$ cat src/rtl/mem_access_pkg.sv
// Shared definitions for the memory-access stage: default widths,
// the access-timeout limit and the FSM state encoding.
package mem_access_pkg;

  localparam int DEF_DATA_W  = 32;
  localparam int DEF_TIMEOUT = 16;

  typedef enum logic [1:0] {
    ST_IDLE   = 2'd0,
    ST_ACCESS = 2'd1,
    ST_ERR    = 2'd2
  } state_e;

  // Counter width able to hold values 0 .. limit-1.
  function automatic int cnt_width(input int limit);
    return (limit < 2) ? 1 : $clog2(limit);
  endfunction

endpackage

$ cat src/rtl/mem_wait_timer.sv
// Wait-cycle counter for the memory access: synchronous clear, count
// enable, and a terminal-count flag when the count reaches LIMIT-1.
// The count saturates at LIMIT-1 so it can never wrap back to zero.
module mem_wait_timer #(
  parameter int LIMIT = 16,
  parameter int CNT_W = 4
) (
  input  logic clk,
  input  logic resetn,
  input  logic clr,
  input  logic en,
  output logic tc
);

  logic [CNT_W-1:0] count_q;
  logic [CNT_W-1:0] count_d;

  assign tc = (count_q == CNT_W'(LIMIT - 1));

  // Next count: clear has priority, otherwise advance until terminal count.
  always_comb begin
    count_d = count_q;
    if (clr) begin
      count_d = '0;
    end else if (en && !tc) begin
      count_d = count_q + 1'b1;
    end
  end

  // Count register with synchronous active-low reset.
  always_ff @(posedge clk) begin
    if (!resetn) begin
      count_q <= '0;
    end else begin
      count_q <= count_d;
    end
  end

endmodule

$ cat src/rtl/mem_access.sv
// MEM pipeline stage: passes ALU results straight to write-back, and for
// loads/stores issues one registered request to data memory, stalls the
// upstream pipeline until mem_ack, and latches a sticky error when the
// memory fails to answer within TIMEOUT access cycles.
module mem_access
  import mem_access_pkg::*;
#(
  parameter int DATA_W  = DEF_DATA_W,
  parameter int TIMEOUT = DEF_TIMEOUT
) (
  input  logic              clk,
  input  logic              resetn,
  input  logic [DATA_W-1:0] dbusIn,
  input  logic [DATA_W-1:0] bOperandIn,
  input  logic [DATA_W-1:0] dSelIn,
  input  logic              storeValIn,
  input  logic              loadValIn,
  output logic              mem_req,
  output logic              mem_we,
  output logic [DATA_W-1:0] mem_addr,
  output logic [DATA_W-1:0] mem_wdata,
  input  logic [DATA_W-1:0] mem_rdata,
  input  logic              mem_ack,
  output logic              stall,
  output logic [DATA_W-1:0] wbDataOut,
  output logic [DATA_W-1:0] dSelOut,
  output logic              wbValidOut,
  output logic              memErr
);

  localparam int CNT_W = cnt_width(TIMEOUT);

  state_e            state_q, state_d;
  logic              mem_req_q, mem_req_d;
  logic              mem_we_q, mem_we_d;
  logic [DATA_W-1:0] mem_addr_q, mem_addr_d;
  logic [DATA_W-1:0] mem_wdata_q, mem_wdata_d;
  logic [DATA_W-1:0] dsel_cap_q, dsel_cap_d;
  logic [DATA_W-1:0] wb_data_q, wb_data_d;
  logic [DATA_W-1:0] dsel_out_q, dsel_out_d;
  logic              wb_valid_q, wb_valid_d;
  logic              mem_err_q, mem_err_d;

  logic timer_clr;
  logic timer_en;
  logic timer_tc;

  mem_wait_timer #(
    .LIMIT (TIMEOUT),
    .CNT_W (CNT_W)
  ) u_timer (
    .clk    (clk),
    .resetn (resetn),
    .clr    (timer_clr),
    .en     (timer_en),
    .tc     (timer_tc)
  );

  // Next-state and next-output logic; every register holds by default.
  // The store flag held in mem_we_q doubles as the captured op type.
  always_comb begin
    state_d     = state_q;
    mem_req_d   = mem_req_q;
    mem_we_d    = mem_we_q;
    mem_addr_d  = mem_addr_q;
    mem_wdata_d = mem_wdata_q;
    dsel_cap_d  = dsel_cap_q;
    wb_data_d   = wb_data_q;
    dsel_out_d  = dsel_out_q;
    wb_valid_d  = wb_valid_q;
    mem_err_d   = mem_err_q;
    timer_clr   = 1'b0;
    timer_en    = 1'b0;

    case (state_q)
      ST_IDLE: begin
        // Keep the timer at zero so it starts fresh on entry to ACCESS.
        timer_clr = 1'b1;
        if (storeValIn || loadValIn) begin
          state_d     = ST_ACCESS;
          mem_req_d   = 1'b1;
          mem_we_d    = storeValIn;
          mem_addr_d  = dbusIn;
          mem_wdata_d = bOperandIn;
          dsel_cap_d  = dSelIn;
          wb_valid_d  = 1'b0;
        end else begin
          wb_data_d  = dbusIn;
          dsel_out_d = dSelIn;
          wb_valid_d = |dSelIn;
        end
      end

      ST_ACCESS: begin
        wb_valid_d = 1'b0;
        if (mem_ack) begin
          // An ack in the timeout cycle still completes normally.
          if (!mem_we_q) begin
            wb_data_d  = mem_rdata;
            dsel_out_d = dsel_cap_q;
            wb_valid_d = |dsel_cap_q;
          end
          mem_req_d = 1'b0;
          mem_we_d  = 1'b0;
          state_d   = ST_IDLE;
        end else if (timer_tc) begin
          mem_err_d = 1'b1;
          mem_req_d = 1'b0;
          mem_we_d  = 1'b0;
          state_d   = ST_ERR;
        end else begin
          timer_en = 1'b1;
        end
      end

      ST_ERR: begin
        mem_req_d  = 1'b0;
        mem_we_d   = 1'b0;
        wb_valid_d = 1'b0;
      end

      default: begin
        state_d = ST_IDLE;
      end
    endcase
  end

  // State and output registers with synchronous active-low reset.
  always_ff @(posedge clk) begin
    if (!resetn) begin
      state_q     <= ST_IDLE;
      mem_req_q   <= 1'b0;
      mem_we_q    <= 1'b0;
      mem_addr_q  <= '0;
      mem_wdata_q <= '0;
      dsel_cap_q  <= '0;
      wb_data_q   <= '0;
      dsel_out_q  <= '0;
      wb_valid_q  <= 1'b0;
      mem_err_q   <= 1'b0;
    end else begin
      state_q     <= state_d;
      mem_req_q   <= mem_req_d;
      mem_we_q    <= mem_we_d;
      mem_addr_q  <= mem_addr_d;
      mem_wdata_q <= mem_wdata_d;
      dsel_cap_q  <= dsel_cap_d;
      wb_data_q   <= wb_data_d;
      dsel_out_q  <= dsel_out_d;
      wb_valid_q  <= wb_valid_d;
      mem_err_q   <= mem_err_d;
    end
  end

  assign stall      = (state_q != ST_IDLE);
  assign mem_req    = mem_req_q;
  assign mem_we     = mem_we_q;
  assign mem_addr   = mem_addr_q;
  assign mem_wdata  = mem_wdata_q;
  assign wbDataOut  = wb_data_q;
  assign dSelOut    = dsel_out_q;
  assign wbValidOut = wb_valid_q;
  assign memErr     = mem_err_q;

endmodule

$ cat config.mk
export PLATFORM = sky130hd
export DESIGN_NAME = mem_access
export DESIGN_NICKNAME = d
export VERILOG_FILES = /design/src/rtl/mem_access_pkg.sv /design/src/rtl/mem_wait_timer.sv /design/src/rtl/mem_access.sv
export SDC_FILE = /design/constraint.sdc
export NUM_CORES = 1
export LEC_CHECK = 0
export CORE_UTILIZATION = 25
export DETAILED_ROUTE_END_ITERATION = 10
export DONT_BUFFER_PORTS = 1
export GPL_TIMING_DRIVEN = 0
export PLACE_DENSITY = 0.37
export SKIP_CTS_REPAIR_TIMING = 1
export SLEW_MARGIN = 20
export SYNTH_ARGS = -nofsm -noshare
export SYNTH_HDL_FRONTEND = slang
export SYNTH_SLANG_ARGS = --single-unit
$ cat constraint.sdc
create_clock -name clk -period 4.1 [get_ports clk]
set_input_delay 0.615 -clock clk [delete_from_list [all_inputs] [get_ports clk]]
set_output_delay 0.615 -clock clk [all_outputs]
set_load 0.02 [all_outputs]
### After elaboration in Yosys (flattened, before gate mapping)

Index checks and enable logic that the tools add are counted.

| word-level totals | value |
|---|---|
| register bits | 170 |
| input port bits | 133 |
| word-level logic and storage cells | 64 |

| operators by class | value |
|---|---|
| mux-type cells | 26 |
| reduce and logical (&&, ||, !) cells | 15 |
| add/subtract/negate cells | 1 |
| bitwise gates (word level) | 3 |
| eq/ne operators | 8 |

Operator list:

| cell | number |
|---|---|
| 32-bit 2-to-1 mux | 6 |
| 32-bit case mux with 2 select lines | 2 |
| 32-bit OR reduction | 2 |
| 1-bit 2-to-1 mux | 11 |
| 1-bit case mux with 3 select lines | 3 |
| 3-bit AND reduction | 3 |
| 2-bit != test (second input constant) | 4 |
| 2-bit 2-to-1 mux | 3 |
| 2-bit case mux with 3 select lines | 1 |
| 4-bit by 1-bit adder with 4-bit output (second input constant) | 1 |
| 4-bit equality test (second input constant) | 1 |
| 4-bit AND reduction | 1 |
| 2-bit nonzero test | 2 |
| 3-bit by 2-bit != test with 1-bit output (second input constant) | 1 |
| 1-bit inverter | 3 |
| 3-bit nonzero test | 1 |
| 2-bit by 1-bit equality test with 1-bit output (second input constant) | 1 |
| 2-bit equality test (second input constant) | 1 |
| 2-bit logical NOT | 1 |
| 2-bit AND reduction | 1 |
| 2-bit OR reduction | 1 |
| 1-bit logical AND | 1 |
| 1-bit logical NOT | 1 |
| 1-bit logical OR | 1 |

### Logic depth before layout (Yosys ltp)

| depth | value |
|---|---|
| depth in word-level cells | 5 |
| mapped depth | 9 |

### Hierarchy

From an unflattened synthesis, not the netlist that was laid out.

| unflattened totals | value |
|---|---|
| cell total of the unflattened synthesis | 786 |
| area total of the unflattened synthesis | 7229.4 µm² |

By module, submodules not included:

| module | cells an instance | sequential area each (µm²) | area an instance (µm²) | times used |
|---|---|---|---|---|
| mem_access | 764 | 3323.2 | 7031.7 | 1 |
| mem_wait_timer | 22 | 80.1 | 197.7 | 1 |

### Worst setup path before layout

No wires, ideal clock.

| timing path | value |
|---|---|
| path kind | reg2reg |
| start point | register state_q[0] |
| end point | register wb_data_q[25], in the netlist wbDataOut[25] |
| setup time | 116 ps |
| slack | 2416 ps |
| required time | 3984 ps |
| arrival time | 1567 ps |
| stages on the path, launching flop included | 10 |
| buffers on the path | 3 |
| period minus slack after synthesis | 1684 ps |
| path through | dfxtp_1 > inv_1 > ha_1 > o21a_1 > buf_2 > a21oi_1 > buf_4 > buf_2 > nand2_1 > o211a_1 |

| on the way | value |
|---|---|
| cells in the longest elaborated chain, start to end | 3 |
| elaborated cells on any way between the ends | 8 |
| classes of those cells | 4 x eq/ne; 1 x mux; 3 x reduce/logical |

Ends and longest elaborated chain:

| element | RTL line | RTL |
|---|---|---|
| start, declared | mem_access.sv:33 | `state_e state_q, state_d;` |
| start signal, assigned | mem_access.sv:142 | `state_q <= state_d;` |
| 2-bit by 1-bit equality test with 1-bit output or 2-bit logical NOT (tied branches) | mem_access.sv:75 | `case (state_q)` |
| 2-bit != test (no line) or 2-bit nonzero test (tied branches) | n/a |  |
| 4-bit AND reduction (no line) | n/a |  |
| end signal, assigned | mem_access.sv:148 | `wb_data_q <= wb_data_d;` |
| end, declared | mem_access.sv:39 | `logic [DATA_W-1:0] wb_data_q, wb_data_d;` |

Parallel ways exist; a longest one is shown, timed or not.
A chain may end at the register's enable or synchronous reset.

### Worst setup path after layout

| timing path | value |
|---|---|
| start point | register state_q[0] |
| end point | register dsel_out_q[30], in the netlist dSelOut[30] |

| on the way | value |
|---|---|
| cells in the longest elaborated chain, start to end | 3 |
| elaborated cells on any way between the ends | 8 |
| classes of those cells | 4 x eq/ne; 1 x mux; 3 x reduce/logical |

Ends and longest elaborated chain:

| element | RTL line | RTL |
|---|---|---|
| 2-bit by 1-bit equality test with 1-bit output or 2-bit logical NOT (tied branches) | mem_access.sv:75 |  |
| 2-bit != test (no line) or 2-bit nonzero test (tied branches) | n/a |  |
| 4-bit AND reduction (no line) | n/a |  |
| end signal, assigned | mem_access.sv:149 | `dsel_out_q <= dsel_out_d;` |
| end, declared | mem_access.sv:40 | `logic [DATA_W-1:0] dsel_out_q, dsel_out_d;` |

Parallel ways exist; a longest one is shown, timed or not.

==> results.toml <==
[final_layout]
area_growth_pct = 15.3
layout_common_cells = "nand2_1, dfxtp_1, a21boi_1, mux2i_1, o211a_1"
drive_above_1_share_pct = 7.87
nNetsFinal = 939
layout_commonest_cell = "nand2_1"
diodes = 0
fin_cells = 1191

[setup_path]
arrival_ps = 2520
r2r_start = "state_q[0]$_SDFFE_PN0P_"
worst-path-max-fanout = 10
cp-start-kind = "register"
crit_start = "state_q[0]$_SDFFE_PN0P_"
worstPathRequired_ps = 4430
crit_type = "reg2reg"
end_kind = "register"

[place]
dp_cells = 1160
io_buffers = 0
gp_congestion = 0.760
detailed_place_hpwl_um = 17800

[timing]
maxSlewHeadroom_pct = 41.4
grt_setup_unrepaired = "false"
fin_crit_ps = 2190
skew_ps = 7.52
report.final.hold_viol_count = 0
tightest_slew_ps = 880
fmax_ghz = 0.457
drv_slew = 0
finalSetupTns_ps = 0
setup_viol = 0
finalCritPeriodShare_pct = 53.4

[yosys]
synth_cell_types = 31
synthCells = 782
syn-cell-area_um2 = 7110
yosys_most_used_dff = "dfxtp_1"
ys_async_sr_fraction_pct = 0
synth_seq_cells = 170
syn_nets = 920
ys_warn_count = 0
synth_edf_count = 0
synth_area_per_cell_um2 = 9.09
ys_seq_area_share_pct = 47.9

[cts]
htreeDepth = 4
ctsRootBufferMaster = "clkbuf_16"
clockBufferDepth = 2
numCtsBuffers = 17
cts_sinks = 170
cts_tree = "yes"
insertion_delay_ps = 430
cts.clk_slew.worst_paths_ps = 70

[floorplanning]
coreArea_um2 = 27900
initial_core_util_pct = 25.5
rows = 61
dieWidth_um = 171
die_height_um = 171
dieArea_um2 = 29100
ios = 266

[route]
drc_errors = 0
finalWirelength_um = 23200
drt_iter0_drc = 224
viasPerCell = 4.71
dr.pass1.iters = 4
antenna_left = 0
vias = 5607
wl_per_cell_um = 19.5

[grt]
gr-usage-met2_pct = 26.5
grt_pass1_wl_um = 34100
use_met1_pct = 19.1
grt_util_met3_pct = 5.30
grt_max_degree = 17
antenna_found_initial = 0
gr-total-overflow = 0
grt_pass1_vias = 5586
grt_use_total_pct = 15.9
top_usage_layer = "met2"

[pwr]
p_leak_nw = 3.72
powerDensity_nw_per_um2 = 610
peakVddDrop_uv = 244

[hold_path]
hold_path.startpoint = "dSelIn[23]"
hp-class = "in2reg"

[job]
maxCapViolations = 0

[run_status]
status = "finished clean"
## per-stage QoR
stage	hold slack (ps)	worst slack (ps)	power (mW)	util (%)	instance area, um^2
finish	310	1910	5.00	29.4	8190
detailed placement	464	1800	3.36	27.2	7580
global route	284	1770	5.27	29.4	8190
global placement	462	1810	3.33	27.2	7580
floorplan	447	2420	3.03	-	7110
CTS	282	1870	5.09	29.4	8190
## logic make-up after synthesis
| family | synth area share [%] |
|---|---|
| AND/OR/NAND/NOR | 16.8 |
| buffers and inverters | 4.14 |
| AO/OA/AOI/OAI | 20.9 |
| multiplexers | 9.15 |
| adder cells (fa/ha/maj) | 0.880 |
| flip-flops | 47.9 |
| XOR/XNOR | 0.247 |
## final timing paths
path,cells past startpoint,endpoint,slack [ps]
worst max-delay path,9,dSelOut[30]$_SDFFE_PN0P_,1910
worst min-delay path,2,dsel_cap_q[23]$_SDFFE_PN0P_,310
worst min register to register,2,dsel_cap_q[9]$_SDFFE_PN0P_,470
worst max register to register,9,dSelOut[30]$_SDFFE_PN0P_,1910
## where the power goes
group	leakage [nW]	internal, mW	switching [mW]
Sequential	1.40	1.90	0.452
Clock	0.289	1.01	0.692
Combinational	2.03	0.367	0.572
Total	3.72	3.28	1.72
## cell usage after synthesis (all sizes together) (5+ instances only)
library cell | number | area (um^2)
mux2i | 65 | 651
o211a | 65 | 651
a21boi | 97 | 728
clkbuf | 28 | 105
nand2 | 260 | 976
nand3 | 5 | 25.0
buf | 33 | 170
ha | 5 | 62.6
dfxtp | 170 | 3400
inv | 5 | 18.8
nor4 | 16 | 100
## flip-flops by register name, indices dropped and copies added (netlist names)
| name | cells |
|---|---|
| memErr | 1 |
| state_q | 2 |
| u_timer.count_q | 4 |
| wbDataOut | 32 |
| mem_wdata | 32 |
| mem_we | 1 |
| mem_req | 1 |
| mem_addr | 32 |
| dSelOut | 32 |
| dsel_cap_q | 32 |
| wbValidOut | 1 |
## worst max-delay path, cell delays in order, from the launching register on
cell and delay (ps):
dfxtp_1 390, inv_1 80, ha_1 290, o21a_1 130, buf_2 180, a21oi_1 180, buf_4 260, buf_2 300
nand2_1 120, o211a_1 150
## area by class of cell
type | count | area (um^2)
Fill cell | 2982 | 19700
Clock buffer | 22 | 474
Sequential cell | 170 | 3400
Clock inverter | 9 | 139
Tap cell | 378 | 473
Multi-Input combinational cell | 546 | 3410
Inverter | 5 | 18.8
Buffer | 61 | 275
## per-layer routing
metal	part of all wire, %	vias up	routed length, um
li1	-	2722	-
met1	43	2697	10000
met2	48	164	11100
met3	6.8	24	1580
met4	1.9	0	448
met5	0	-	0
Note: power is estimated with default switching activity, not from simulation.
